`src/rtl/strand_scheduler_if.sv`:
```
// strand_scheduler_if
//   Groups every non-clock/reset signal of the strand scheduler.
//   slave  : the scheduler side (frame control in, strand status in,
//            RAM read port out, per-strand pixel words out).
//   master : the environment side (host, pixel RAM, strand drivers).
//   Strand s owns strand_idx[s*IDX_WIDTH +: IDX_WIDTH] and
//   strand_data[s*MEM_DATA_WIDTH +: MEM_DATA_WIDTH].
interface strand_scheduler_if #(
    parameter int NUM_STRANDS    = 4,
    parameter int SEL_WIDTH      = 2,
    parameter int IDX_WIDTH      = 16,
    parameter int MEM_DATA_WIDTH = 24
);
    logic                                  frame_trigger;
    logic [NUM_STRANDS-1:0]                strand_enable;
    logic [NUM_STRANDS-1:0]                start_frame;
    logic [NUM_STRANDS-1:0]                strand_busy;
    logic [NUM_STRANDS*IDX_WIDTH-1:0]      strand_idx;
    logic                                  mem_rd;
    logic [SEL_WIDTH+IDX_WIDTH-1:0]        mem_addr;
    logic [MEM_DATA_WIDTH-1:0]             mem_rdata;
    logic [NUM_STRANDS*MEM_DATA_WIDTH-1:0] strand_data;
    logic [NUM_STRANDS-1:0]                strand_data_valid;
    logic                                  frame_active;
    logic                                  frame_done;
    logic                                  frame_overrun;

    modport slave (
        input  frame_trigger, strand_enable, strand_busy, strand_idx, mem_rdata,
        output start_frame, mem_rd, mem_addr, strand_data, strand_data_valid,
               frame_active, frame_done, frame_overrun
    );

    modport master (
        output frame_trigger, strand_enable, strand_busy, strand_idx, mem_rdata,
        input  start_frame, mem_rd, mem_addr, strand_data, strand_data_valid,
               frame_active, frame_done, frame_overrun
    );
endinterface

```
`src/rtl/strand_scheduler.sv`:
```
// strand_scheduler
//   Frame sequencer plus round-robin arbiter for a shared synchronous
//   pixel-RAM read port. Each strand keeps a one-entry cache of the pixel
//   word for its current index.
// Ports
//   clk, rst : clock, asynchronous active-high reset
//   bus      : strand_scheduler_if.slave (frame control, strand status,
//              RAM read port, per-strand pixel words and valids)

// One strand's cache entry: data, cached index, index of the read in
// flight, valid and in-flight flags. Raises req_o while its word is stale.
module strand_scheduler_lane #(
    parameter int IDX_WIDTH      = 16,
    parameter int MEM_DATA_WIDTH = 24
) (
    input  logic                      clk,
    input  logic                      rst,
    input  logic                      clear_i,   // new frame accepted
    input  logic                      run_i,     // FSM in RUN
    input  logic                      active_i,  // strand enabled this frame
    input  logic                      busy_i,
    input  logic [IDX_WIDTH-1:0]      idx_i,
    input  logic                      grant_i,
    input  logic                      capture_i, // RAM data for this strand
    input  logic [MEM_DATA_WIDTH-1:0] rdata_i,
    output logic                      req_o,
    output logic [MEM_DATA_WIDTH-1:0] data_o,
    output logic                      data_valid_o
);
    logic [MEM_DATA_WIDTH-1:0] data_q;
    logic [IDX_WIDTH-1:0]      cached_idx_q;
    logic [IDX_WIDTH-1:0]      issued_idx_q;
    logic                      valid_q;
    logic                      inflight_q;

    always_ff @(posedge clk or posedge rst) begin
        if (rst) begin
            data_q       <= '0;
            cached_idx_q <= '0;
            issued_idx_q <= '0;
            valid_q      <= 1'b0;
            inflight_q   <= 1'b0;
        end else begin
            if (grant_i) begin
                issued_idx_q <= idx_i;
                inflight_q   <= 1'b1;
            end
            if (capture_i) begin
                data_q       <= rdata_i;
                cached_idx_q <= issued_idx_q;
                valid_q      <= 1'b1;
                inflight_q   <= 1'b0;
            end
            // frame start wins; no capture can coincide with it anyway
            if (clear_i) begin
                valid_q    <= 1'b0;
                inflight_q <= 1'b0;
            end
        end
    end

    assign req_o = run_i & active_i & busy_i & ~inflight_q &
                   (~valid_q | (cached_idx_q != idx_i));
    assign data_o       = data_q;
    // drops on its own when the driver moves on before the refetch lands
    assign data_valid_o = valid_q & (cached_idx_q == idx_i);
endmodule

module strand_scheduler #(
    parameter int NUM_STRANDS    = 4,
    parameter int SEL_WIDTH      = 2,
    parameter int IDX_WIDTH      = 16,
    parameter int MEM_DATA_WIDTH = 24
) (
    input  logic                clk,
    input  logic                rst,
    strand_scheduler_if.slave   bus
);
    typedef enum logic [2:0] {IDLE, START, ARM, RUN, DONE} state_e;

    state_e                   state_q, state_d;
    logic [NUM_STRANDS-1:0]   mask_q, mask_d;
    logic [SEL_WIDTH-1:0]     ptr_q;
    logic                     mem_rd_q;
    logic [SEL_WIDTH+IDX_WIDTH-1:0] mem_addr_q;
    logic                     rd_pend_q;   // mem_rdata valid this cycle
    logic [SEL_WIDTH-1:0]     pend_sel_q;  // strand that owns it
    logic                     overrun_q;

    logic                     accept;
    logic                     run;
    logic [NUM_STRANDS-1:0]   start_frame;
    logic                     frame_active;
    logic                     frame_done;

    logic [NUM_STRANDS-1:0]                     req;
    logic [NUM_STRANDS-1:0]                     dvalid;
    logic [NUM_STRANDS-1:0][IDX_WIDTH-1:0]      idx_w;
    logic [NUM_STRANDS-1:0][MEM_DATA_WIDTH-1:0] data_w;

    logic                     gnt_vld;
    logic [SEL_WIDTH-1:0]     gnt_sel;
    logic [SEL_WIDTH-1:0]     cand;

    assign idx_w = bus.strand_idx;

    // ---------------- frame FSM ----------------
    always_comb begin
        state_d      = state_q;
        mask_d       = mask_q;
        accept       = 1'b0;
        start_frame  = '0;
        frame_active = (state_q != IDLE);
        frame_done   = 1'b0;
        case (state_q)
            IDLE: if (bus.frame_trigger) begin
                mask_d  = bus.strand_enable;
                state_d = (bus.strand_enable == '0) ? DONE : START;
                accept  = (bus.strand_enable != '0);
            end
            START: begin
                start_frame = mask_q;
                state_d     = ARM;
            end
            ARM:  state_d = RUN;   // driver busy shows up one cycle after start
            RUN:  if ((bus.strand_busy & mask_q) == '0) state_d = DONE;
            DONE: begin
                frame_done = 1'b1;
                state_d    = IDLE;
            end
            default: state_d = IDLE;
        endcase
    end

    assign run = (state_q == RUN);

    // ---------------- round-robin arbiter ----------------
    // power-of-two strand count: SEL_WIDTH-bit add wraps for free
    always_comb begin
        gnt_vld = 1'b0;
        gnt_sel = '0;
        cand    = '0;
        for (int i = 0; i < NUM_STRANDS; i++) begin
            cand = ptr_q + SEL_WIDTH'(i);
            if (!gnt_vld && req[cand]) begin
                gnt_vld = 1'b1;
                gnt_sel = cand;
            end
        end
    end

    always_ff @(posedge clk or posedge rst) begin
        if (rst) begin
            state_q    <= IDLE;
            mask_q     <= '0;
            ptr_q      <= '0;
            mem_rd_q   <= 1'b0;
            mem_addr_q <= '0;
            rd_pend_q  <= 1'b0;
            pend_sel_q <= '0;
            overrun_q  <= 1'b0;
        end else begin
            state_q   <= state_d;
            mask_q    <= mask_d;
            overrun_q <= bus.frame_trigger & (state_q != IDLE);
            // requests only exist in RUN, so mem_rd falls as RUN is left
            mem_rd_q  <= gnt_vld;
            if (gnt_vld) begin
                mem_addr_q <= {gnt_sel, idx_w[gnt_sel]};
                ptr_q      <= gnt_sel + 1'b1;
            end
            rd_pend_q  <= mem_rd_q;
            pend_sel_q <= mem_addr_q[SEL_WIDTH+IDX_WIDTH-1 -: SEL_WIDTH];
        end
    end

    // ---------------- per-strand caches ----------------
    for (genvar s = 0; s < NUM_STRANDS; s++) begin : g_lane
        strand_scheduler_lane #(
            .IDX_WIDTH      (IDX_WIDTH),
            .MEM_DATA_WIDTH (MEM_DATA_WIDTH)
        ) u_lane (
            .clk          (clk),
            .rst          (rst),
            .clear_i      (accept),
            .run_i        (run),
            .active_i     (mask_q[s]),
            .busy_i       (bus.strand_busy[s]),
            .idx_i        (idx_w[s]),
            .grant_i      (gnt_vld && (gnt_sel == SEL_WIDTH'(s))),
            .capture_i    (rd_pend_q && (pend_sel_q == SEL_WIDTH'(s))),
            .rdata_i      (bus.mem_rdata),
            .req_o        (req[s]),
            .data_o       (data_w[s]),
            .data_valid_o (dvalid[s])
        );
    end

    assign bus.start_frame       = start_frame;
    assign bus.frame_active      = frame_active;
    assign bus.frame_done        = frame_done;
    assign bus.frame_overrun     = overrun_q;
    assign bus.mem_rd            = mem_rd_q;
    assign bus.mem_addr          = mem_addr_q;
    assign bus.strand_data       = data_w;
    assign bus.strand_data_valid = dvalid;
endmodule

```
`src/flat_wrapper.sv`:
```
// flat-port wrapper written by rule: the top's interface ports become plain ports
module strand_scheduler_flat 
#(
    parameter int NUM_STRANDS    = 4,
    parameter int SEL_WIDTH      = 2,
    parameter int IDX_WIDTH      = 16,
    parameter int MEM_DATA_WIDTH = 24
)
  (clk, rst, bus_frame_trigger, bus_strand_enable, bus_strand_busy, bus_strand_idx, bus_mem_rdata, bus_start_frame, bus_mem_rd, bus_mem_addr, bus_strand_data, bus_strand_data_valid, bus_frame_active, bus_frame_done, bus_frame_overrun);
  strand_scheduler_if #(.NUM_STRANDS(NUM_STRANDS), .SEL_WIDTH(SEL_WIDTH), .IDX_WIDTH(IDX_WIDTH), .MEM_DATA_WIDTH(MEM_DATA_WIDTH)) bus_i ();
  input  logic clk;
  input  logic rst;
  input wire logic [$bits(bus_i.frame_trigger)-1:0] bus_frame_trigger;
  input wire logic [$bits(bus_i.strand_enable)-1:0] bus_strand_enable;
  input wire logic [$bits(bus_i.strand_busy)-1:0] bus_strand_busy;
  input wire logic [$bits(bus_i.strand_idx)-1:0] bus_strand_idx;
  input wire logic [$bits(bus_i.mem_rdata)-1:0] bus_mem_rdata;
  output wire logic [$bits(bus_i.start_frame)-1:0] bus_start_frame;
  output wire logic [$bits(bus_i.mem_rd)-1:0] bus_mem_rd;
  output wire logic [$bits(bus_i.mem_addr)-1:0] bus_mem_addr;
  output wire logic [$bits(bus_i.strand_data)-1:0] bus_strand_data;
  output wire logic [$bits(bus_i.strand_data_valid)-1:0] bus_strand_data_valid;
  output wire logic [$bits(bus_i.frame_active)-1:0] bus_frame_active;
  output wire logic [$bits(bus_i.frame_done)-1:0] bus_frame_done;
  output wire logic [$bits(bus_i.frame_overrun)-1:0] bus_frame_overrun;
  assign bus_i.frame_trigger = bus_frame_trigger;
  assign bus_i.strand_enable = bus_strand_enable;
  assign bus_i.strand_busy = bus_strand_busy;
  assign bus_i.strand_idx = bus_strand_idx;
  assign bus_i.mem_rdata = bus_mem_rdata;
  assign bus_start_frame = bus_i.start_frame;
  assign bus_mem_rd = bus_i.mem_rd;
  assign bus_mem_addr = bus_i.mem_addr;
  assign bus_strand_data = bus_i.strand_data;
  assign bus_strand_data_valid = bus_i.strand_data_valid;
  assign bus_frame_active = bus_i.frame_active;
  assign bus_frame_done = bus_i.frame_done;
  assign bus_frame_overrun = bus_i.frame_overrun;
  strand_scheduler #(.NUM_STRANDS(NUM_STRANDS), .SEL_WIDTH(SEL_WIDTH), .IDX_WIDTH(IDX_WIDTH), .MEM_DATA_WIDTH(MEM_DATA_WIDTH)) u_core (.clk(clk), .rst(rst), .bus(bus_i));
endmodule
```
`config.mk`:
```
export PLATFORM = sky130hd
export DESIGN_NAME = strand_scheduler_flat
export DESIGN_NICKNAME = d
export VERILOG_FILES = /design/src/rtl/strand_scheduler_if.sv /design/src/rtl/strand_scheduler.sv /design/src/flat_wrapper.sv
export SDC_FILE = /design/constraint.sdc
export NUM_CORES = 1
export LEC_CHECK = 0
export ABC_CLOCK_PERIOD_IN_PS = 10820
export BUFFER_PORTS_ARGS = -buffer_cell sky130_fd_sc_hd__buf_2
export CORE_UTILIZATION = 55
export DETAILED_ROUTE_END_ITERATION = 8
export GPL_TIMING_DRIVEN = 0
export PLACE_DENSITY = 0.77
export SLEW_MARGIN = 20
export SYNTH_ARGS = -nofsm -noshare
export SYNTH_HDL_FRONTEND = slang
export SYNTH_SLANG_ARGS = --single-unit
```
`constraint.sdc`:
```
create_clock -name clk -period 10.82 [get_ports clk]
set_input_delay 1.082 -clock clk [delete_from_list [all_inputs] [get_ports clk]]
set_output_delay 1.082 -clock clk [all_outputs]
set_load 0.02 [all_outputs]
```
==> results of run 1 <==
## final cells by class
class | count | share of cell area
timing repair buffer | 226 | 0.0859
antenna | 1 | 0.000183
tap | 270 | 0.0247
clock buffer | 41 | 0.0584
sequential | 264 | 0.483
inverter | 11 | 0.00357
clock inverter | 6 | 0.00329
multi-input combinational | 556 | 0.326
buffer | 37 | 0.0155
## sequential cells by signal, summed over array words and instances, names as in the netlist
name                               cells
u_core.bus.mem_addr                   18
u_core.g_lane.u_lane.issued_idx_q     64
u_core.g_lane.u_lane.data_o           96
u_core.state_q                         3
u_core.g_lane.u_lane.cached_idx_q     64
u_core.pend_sel_q                      2
u_core.bus.frame_overrun               1
u_core.ptr_q                           2
u_core.mask_q                          4
u_core.bus.mem_rd                      1
u_core.rd_pend_q                       1
u_core.g_lane.u_lane.valid_q           4
u_core.g_lane.u_lane.inflight_q        4
## metal layers
| metal | routed length (microns) | track usage |
|---|---|---|
| met1 | 11700 | 0.361 |
| met2 | 13400 | 0.439 |
| met3 | 1670 | 0.0511 |
| met4 | 871 | 0.0900 |
| met5 | 0 | 0 |
## cell usage after synthesis (2+ instances only)
master | n | area [sq um]
nand2_1 | 150 | 563
and2_1 | 6 | 37.5
nand3_1 | 2 | 10.0
inv_1 | 9 | 33.8
nand4bb_1 | 3 | 33.8
a21oi_1 | 10 | 50.1
xor2_1 | 28 | 245
nand4_1 | 6 | 37.5
o221ai_1 | 9 | 78.8
a21boi_0 | 3 | 22.5
nand2_4 | 4 | 45.0
ha_1 | 4 | 50.1
o21ai_0 | 4 | 20.0
a221oi_1 | 8 | 70.1
nand3b_1 | 2 | 15.0
nor2_1 | 16 | 60.1
a22oi_1 | 4 | 30.0
clkbuf_1 | 24 | 90.1
dfrtp_1 | 264 | 6610
o31ai_4 | 2 | 42.5
mux2i_1 | 32 | 320
a21o_1 | 3 | 22.5
nor3_1 | 10 | 50.1
mux2_1 | 40 | 450
nor4_1 | 7 | 43.8
nor4_2 | 2 | 25.0
buf_6 | 4 | 45.0
xnor2_1 | 37 | 324
mux2_2 | 148 | 1670
and4b_1 | 2 | 20.0
or2_2 | 2 | 12.5
nor3b_1 | 3 | 22.5
buf_4 | 7 | 52.6
## stage by stage
stage | setup slack (ns) | TNS [ns] | hold WS [ns] | cell area, sq um | std cells
floorplan | 2.47 | 0 | 0.433 | 11300 | 868
global placement | -0.308 | -75.94 | 0.372 | 12800 | 1362
detailed placement | 6.47 | 0 | 0.373 | 12800 | 1364
CTS | 7.02 | 0 | 0.387 | 13700 | 1411
global route | 6.76 | 0 | 0.395 | 13700 | 1411
finish | 6.99 | 0 | 0.393 | 13700 | 1412
## power by group
part	switching, mW	internal [mW]
registers	0.248	1.42
clock network	0.374	0.508
logic	0.859	0.641
total	1.48	2.57
## worst max-delay path by stage
stage	endpoint	slack [ns]	cells past startpoint
final	u_core.g_lane[3].u_lane.issued_idx_q[4]	6.99	14
after detailed placement	u_core.g_lane[1].u_lane.issued_idx_q[8]	6.47	14
after floorplan	u_core.bus.frame_overrun	2.47	1
after global placement	u_core.bus.mem_addr[4]	-0.31	2
after CTS	u_core.g_lane[3].u_lane.issued_idx_q[15]	7.02	14
after global routing	u_core.g_lane[0].u_lane.issued_idx_q[6]	6.76	13
## kinds of logic (layout without fill, tap and decap cells)
| kind of cell | Yosys count | in the layout | synth area share |
|---|---|---|---|
| simple gates | 219 | 219 | 0.0894 |
| other cells | 0 | 1 | 0 |
| buf+inv | 48 | 321 | 0.0224 |
| compound gates | 48 | 48 | 0.0335 |
| flops | 264 | 264 | 0.584 |
| fa+ha+maj | 4 | 4 | 0.00443 |
| xor+xnor | 65 | 65 | 0.0504 |
| mux | 220 | 220 | 0.216 |
## worst max-delay path: stages
cell and delay (ns):
buf_2 0.12, xor2_1 0.14, nor4_1 0.41, nand4bb_1 0.23, o31ai_4 0.38, a21boi_0 0.18, a22oi_1 0.17, buf_4 0.23
buf_4 0.26, inv_1 0.11, ha_1 0.27, nand2_4 0.13, buf_6 0.18, mux2_1 0.33
==> results.toml, run 1 <==
[status]
status = "finished clean"

[logic_synthesis]
syn_area_sq_um = 11300
synth.distinct_cells = 46
synth_edf_count = 0
ys_async_sr_fraction = 1.00
syn-num-nets = 971
syn_avg_cell_area_sq_um = 13.0
ys_warn_count = 0
ys.flop_type = "dfrtp_1"
synth_seq_area_share = 0.584
synth_cells = 868
ys_ff_latch = 264

[cts]
path_clk_slew_ns = 0.06
htreeDepth = 1
clock_latency_ns = 0.54
numCtsBuffers = 28
postCtsSetupRepairBufs = 0
cts.repair.resized = 0
cts-hold-fix-buffers = 0
cts.sinks = 264
clockBufferDepth = 3
cts_tree = "yes"
cts_root_buffer = "clkbuf_16"

[setup_path]
crit_path_start_kind = "input pin"
crit_type = "input pin to register"
crit_start = "bus_strand_idx[54]"
reg2reg_to = "u_core.g_lane[0].u_lane.issued_idx_q[6]"
r2r-start = "u_core.state_q[2]"
r2r_cells = 11
cp_max_fo = 11
worst_setup_path_end_kind = "register"
cp.required_ns = 11.23
r2r_slack_ns = 7.18
critical_path_arrival_ns = 4.24

[floorplanning]
die_h_microns = 145
core_sq_um = 20200
io_pins = 225
start_util = 0.561
rows = 52
die_area_sq_um = 21100
die_w_microns = 145

[power]
power.leakage_nw = 6.96
power.total_mw = 4.05
ir_drop_mv = 0.232
p_per_area_nw_per_um2 = 296

[run]
cap_violations = 0

[placement]
gp_congestion = 0.818
io_buffers = 224
hpwl_mm = 20.2

[global_route]
overflow = 0
grt_use_total = 0.268
grt_pass1_vias = 7915
grt_pass1_wl_mm = 44.1
grt_max_degree = 102
antenna_found_initial = 1

[sta]
clock.fmax_ghz = 0.261
min_period_ns = 3.83
setup_violations = 0
rsz0062_at_grt = "false"
relSlewSlack = 0.472
drv_slew = 0
finalHoldViolations = 0
fin_skew_ns = 0.0150
tightest_slew_ns = 0.788
period_share = 0.354

[cells_and_area]
register_area_sq_um = 6610
layout.nets = 1227
drive_gt1_frac = 0.387
final_util = 0.678
final_cell_mix = "264 x dfrtp_1, 224 x buf_2, 150 x nand2_1, 148 x mux2_2, 40 x mux2_1"
syn2layout_area_growth_pct = 21.0
final_common_cell = "dfrtp_1"
multi_input_area_sq_um = 4460
nFillCells = 1537

[drt]
first_iter_violations = 391
routedWlPerCell_microns = 19.6
drt-total-wl_mm = 27.6
drc = 0
vias = 7566
detail_route.first_pass.iterations = 4
via_per_inst = 5.36
antenna_left = 0

[hold_path]
hold_start = "u_core.bus.mem_rd"
holdCritPathClass = "register to register"
whs_path_depth = 0
hold_path_end = "u_core.rd_pend_q"
Note: power is estimated with default switching activity, not from simulation.
==> run 2, diff against run 1 <==
--- a/config.mk
+++ b/config.mk
@@ -5,7 +5,7 @@
 export SDC_FILE = /design/constraint.sdc
 export NUM_CORES = 1
 export LEC_CHECK = 0
-export ABC_CLOCK_PERIOD_IN_PS = 10820
+export ABC_CLOCK_PERIOD_IN_PS = 3820
 export BUFFER_PORTS_ARGS = -buffer_cell sky130_fd_sc_hd__buf_2
 export CORE_UTILIZATION = 55
 export DETAILED_ROUTE_END_ITERATION = 8
==> constraint.sdc (replaced) <==
create_clock -name clk -period 3.82 [get_ports clk]
set_input_delay 0.382 -clock clk [delete_from_list [all_inputs] [get_ports clk]]
set_output_delay 0.382 -clock clk [all_outputs]
set_load 0.02 [all_outputs]
==> results.toml, run 2 (same netlist as run 1, synthesis figures left out) <==
[status]
status = "finished clean"

[setup_path]
worst_setup_path_end_kind = "register"
r2r-start = "u_core.state_q[2]"
crit_path_start_kind = "register"
cp_max_fo = 11
critical_path_arrival_ns = 3.99
reg2reg_to = "u_core.g_lane[1].u_lane.issued_idx_q[7]"
r2r_slack_ns = 0.23
r2r_cells = 11
cp.required_ns = 4.22
crit_type = "register to register"

[drt]
antenna_left = 0
drt-total-wl_mm = 28.3
drc = 0
routedWlPerCell_microns = 19.9
vias = 7703
via_per_inst = 5.42
first_iter_violations = 411
detail_route.first_pass.iterations = 4

[placement]
hpwl_mm = 20.8
io_buffers = 224
preCtsSetupSlack_ns = 0.178
gp_congestion = 0.828
place_area_sq_um = 13000

[floorplanning]
start_util = 0.561
die_h_microns = 145
die_area_sq_um = 21100
io_pins = 225
die_w_microns = 145
core_sq_um = 20200
rows = 52

[power]
p_per_area_nw_per_um2 = 833
power.total_mw = 11.5
seqPwrFrac = 0.410
p_int_mw = 7.31
power.switching_mw = 4.22
p_comb_frac = 0.371
switching_share = 0.366
power.leakage_nw = 7.04
ir_drop_mv = 0.540
p_clk_frac = 0.220

[sta]
min_period_ns = 3.59
drv_slew = 0
fin_skew_ns = 0.0140
period_share = 0.941
relSlewSlack = 0.317
rsz0062_at_grt = "false"
setup_violations = 0
clock.fmax_ghz = 0.278
finalHoldViolations = 0
finalWorstSetupSlack_ns = 0.227
fin_tns_setup_ns = 0
tightest_slew_ns = 1.02

[run]
cap_violations = 0

[cells_and_area]
drive_gt1_frac = 0.392
final_common_cell = "dfrtp_1"
stdcell_area_sq_um = 13800
nFillCells = 1504
largest_reg_flops = 96
final_cell_mix = "264 x dfrtp_1, 224 x buf_2, 150 x nand2_1, 148 x mux2_2, 40 x mux2_1"
syn2layout_area_growth_pct = 22.4
layout.nets = 1234
final_util = 0.686

[global_route]
grt_use_total = 0.274
grt_pass1_wl_mm = 45.0
antenna_found_initial = 2
grt_max_degree = 36
grt_pass1_vias = 8128
overflow = 0

[cts]
htreeDepth = 1
numCtsBuffers = 27
clock_latency_ns = 0.53
cts.sinks = 264
clockBufferDepth = 3
cts_root_buffer = "clkbuf_16"
path_clk_slew_ns = 0.06
cts_tree = "yes"

[hold_path]
hold_start = "bus_mem_rdata[23]"
holdCritPathClass = "input pin to register"
whs_path_depth = 3
hold_path_end = "u_core.g_lane[2].u_lane.data_o[23]"
[run 2: what timing repair did]
item,CTS,global route
setup endpoints to repair,0,0
buffers inserted,0,0
hold buffers,1,0
gates resized for setup,0,0
endpoints found under the hold margin,10,0
[run 2: power groups by stage]
stage	registers (mW)	clock network, mW	logic [mW]
2_1_floorplan	5.39	0	2.14
3_3_place_gp	4.68	0	4.14
3_5_place_dp	4.74	0	4.27
4_1_cts	4.72	2.57	4.29
5_1_grt	4.87	2.70	4.58
6_report	4.72	2.53	4.27
[run 2: final cells by class]
class | count | area (sq um) | area share
Multi-Input combinational cell | 556 | 4450 | 0.322
Clock buffer | 37 | 763 | 0.0552
Timing Repair Buffer | 234 | 1330 | 0.0964
Sequential cell | 264 | 6610 | 0.477
Antenna cell | 1 | 2.50 | 0.000181
Clock inverter | 11 | 86.3 | 0.00624
Buffer | 37 | 211 | 0.0153
Tap cell | 270 | 338 | 0.0244
Inverter | 11 | 45.0 | 0.00325
[run 2: how the worst max path moves through the flow]
stage | depth (start not counted) | slack [ns] | end | from
finish | 11 | 0.23 | u_core.g_lane[1].u_lane.issued_idx_q[7] | u_core.state_q[2]
global route | 13 | 0.09 | u_core.g_lane[3].u_lane.issued_idx_q[4] | u_core.g_lane[3].u_lane.cached_idx_q[6]
global placement | 2 | -1.59 | u_core.g_lane[3].u_lane.issued_idx_q[3] | rst
detailed placement | 14 | 0.18 | u_core.g_lane[3].u_lane.issued_idx_q[8] | bus_strand_idx[54]
CTS | 13 | 0.27 | u_core.g_lane[3].u_lane.issued_idx_q[8] | u_core.g_lane[3].u_lane.cached_idx_q[6]
floorplan | 1 | -0.05 | u_core.bus.frame_overrun | rst
[run 2: metrics by stage]
step / std cells / hold WS [ns]
global route: 1420 / 0.0851
global placement: 1362 / 0.405
finish: 1421 / 0.0826
floorplan: 868 / 0.433
CTS: 1420 / 0.0679
detailed placement: 1371 / 0.402
[run 2: layer usage]
layer  routed length [microns]  track usage  vias up
met5                        11            0        -
met4                       749       0.0911        2
met3                      1670       0.0483       46
met2                     13700        0.455      263
met1                     12200        0.369     3865
li1                          -            -     3527
[run 2: worst max-delay path, stage by stage, from the launching register on]
cell      delay (ns)
dfrtp_1         0.43
nand3b_1        0.33
nor3_1          0.52
o31ai_4         0.23
a21boi_0        0.17
o21ai_0         0.16
a21o_1          0.18
clkbuf_1        0.49
ha_1            0.34
nand2_4         0.12
buf_6           0.18
mux2_1          0.32
==> run 3, diff against run 2 <==
--- a/config.mk
+++ b/config.mk
@@ -7,6 +7,7 @@
 export LEC_CHECK = 0
 export ABC_CLOCK_PERIOD_IN_PS = 3820
 export BUFFER_PORTS_ARGS = -buffer_cell sky130_fd_sc_hd__buf_2
+export CORE_ASPECT_RATIO = 1.75
 export CORE_UTILIZATION = 55
 export DETAILED_ROUTE_END_ITERATION = 8
 export GPL_TIMING_DRIVEN = 0
==> results.toml, run 3 (same netlist as run 1, synthesis figures left out) <==
[sta]
finalHoldViolations = 0
rsz0062_at_grt = "false"
clock.fmax_ghz = 0.284
period_share = 0.923
fin_tns_setup_ns = 0
setup_violations = 0
min_period_ns = 3.53
tightest_slew_ns = 0.783
drv_slew = 0
relSlewSlack = 0.475
fin_skew_ns = 0.0148

[power]
p_clk_frac = 0.220
seqPwrFrac = 0.411
power.switching_mw = 4.12
p_comb_frac = 0.368
ir_drop_mv = 0.627
p_int_mw = 7.35
p_per_area_nw_per_um2 = 833
switching_share = 0.359
power.leakage_nw = 7.01

[placement]
gp_congestion = 0.817
io_buffers = 224
hpwl_mm = 21.1

[global_route]
grt_max_degree = 35
overflow = 0
use_met3 = 0.0495
grt_pass1_vias = 8083
antenna_found_initial = 1
grt_use_total = 0.271
gr-max-usage-layer = "met2"
grt_pass1_wl_mm = 43.3
grtUsageMet1 = 0.315
use_met2 = 0.476

[drt]
routedWlPerCell_microns = 19.6
via_per_inst = 5.47
drc = 0
antenna_left = 0
drt-total-wl_mm = 27.3
first_iter_violations = 388
vias = 7617
detail_route.first_pass.iterations = 4

[floorplanning]
rows = 69
io_pins = 225
die_h_microns = 192
die_w_microns = 110
core_sq_um = 20200
die_area_sq_um = 21200
start_util = 0.560

[hold_path]
holdCritPathClass = "input pin to register"
whs_path_depth = 3

[cells_and_area]
final_cell_mix = "264 x dfrtp_1, 224 x buf_2, 150 x nand2_1, 148 x mux2_2, 40 x mux2_1"
final_common_cell = "dfrtp_1"
final_util = 0.682
layout.nets = 1230
syn2layout_area_growth_pct = 21.8
nFillCells = 1520
largest_reg_flops = 96
diodes = 0
drive_gt1_frac = 0.390

[setup_path]
critical_path_arrival_ns = 3.92
cp_max_fo = 11
cp_slowest_cell = "dfrtp_1"
worst_setup_path_end_kind = "register"
r2r_cells = 13
crit_type = "register to register"
cp_num_cells = 13
path_cells = "xor2_1 > nor4_1 > nand4bb_1 > o31ai_4 > a22oi_1 > a22oi_1 > buf_4 > buf_4 > inv_1 > ha_1 > nand2_4 > buf_6 > mux2_1"
crit_family = "buffers and inverters"
crit_path_start_kind = "register"
cp_num_buf_inv = 4
cp.required_ns = 4.21
crit_path_max_incr_delay_ns = 0.40

[cts]
cts-hold-fix-buffers = 1
cts.repair.resized = 0
clock_latency_ns = 0.52
numCtsBuffers = 24
cts.sinks = 264
clockBufferDepth = 3
path_clk_slew_ns = 0.07
cts_root_buffer = "clkbuf_16"
cts_tree = "yes"
postCtsSetupRepairBufs = 0
htreeDepth = 1

[run]
cap_violations = 0

[status]
status = "finished clean"
==> run 3: layout make-up <==
class | instances | area [sq um] | share of cell area
clock inverter | 4 | 73.8 | 0.00536
timing repair buffer | 233 | 1300 | 0.0943
inverter | 11 | 45.0 | 0.00327
sequential | 264 | 6610 | 0.480
multi-input combinational | 556 | 4460 | 0.324
buffer | 37 | 211 | 0.0154
tap | 248 | 310 | 0.0225
clock buffer | 39 | 768 | 0.0558
==> run 3: worst paths after layout <==
kind | slack [ns] | start | end
setup / recovery | 0.29 | u_core.g_lane[3].u_lane.cached_idx_q[5] | u_core.g_lane[3].u_lane.issued_idx_q[7]
hold reg to reg | 0.40 | u_core.bus.mem_rd | u_core.rd_pend_q
setup reg to reg | 0.29 | u_core.g_lane[3].u_lane.cached_idx_q[5] | u_core.g_lane[3].u_lane.issued_idx_q[7]
max in group asynchronous | 2.33 | rst | u_core.g_lane[1].u_lane.issued_idx_q[4]
hold / removal | 0.1 | bus_mem_rdata[19] | u_core.g_lane[2].u_lane.data_o[19]
min in group asynchronous | 0.49 | rst | u_core.g_lane[3].u_lane.issued_idx_q[3]
==> run 3: worst reg2reg max path, cell delays in order (launching register included) <==
cell and delay (ns):
dfrtp_1 0.40, xor2_1 0.17, nor4_1 0.39, nand4bb_1 0.21
o31ai_4 0.37, a22oi_1 0.15, a22oi_1 0.18, buf_4 0.23
buf_4 0.27, inv_1 0.12, ha_1 0.27, nand2_4 0.14
buf_6 0.18, mux2_1 0.33
==> run 3: per-stage QoR <==
stage | area, sq um | worst slack [ns] | power [mW] | hold slack, ns | std cells
after detailed placement | 12900 | 0.200 | 8.99 | 0.376 | 1348
after global placement | 12700 | -1.50 | 8.82 | 0.386 | 1340
final | 13800 | 0.295 | 11.5 | 0.0985 | 1392
after global routing | 13800 | 0.0128 | 12.1 | 0.107 | 1392
after CTS | 13800 | 0.291 | 11.6 | 0.0881 | 1392
after floorplan | 11300 | -0.0455 | 7.53 | 0.433 | 868
==> run 3: per-layer routing <==
metal | wire length, microns | share of wire | vias up
li1 | - | - | 3509
met2 | 14400 | 0.53 | 238
met3 | 1530 | 0.056 | 65
met1 | 10200 | 0.37 | 3805
met5 | 0 | 0 | -
met4 | 1210 | 0.044 | 0
==> run 3: power by group through the flow <==
stage                     combinational [mW]  sequential (mW)  clock, mW
after floorplan                         2.14             5.39          0
after global placement                  4.14             4.68          0
after detailed placement                4.25             4.74          0
after CTS                               4.27             4.71       2.57
after global routing                    4.57             4.87       2.68
final                                   4.22             4.72       2.53
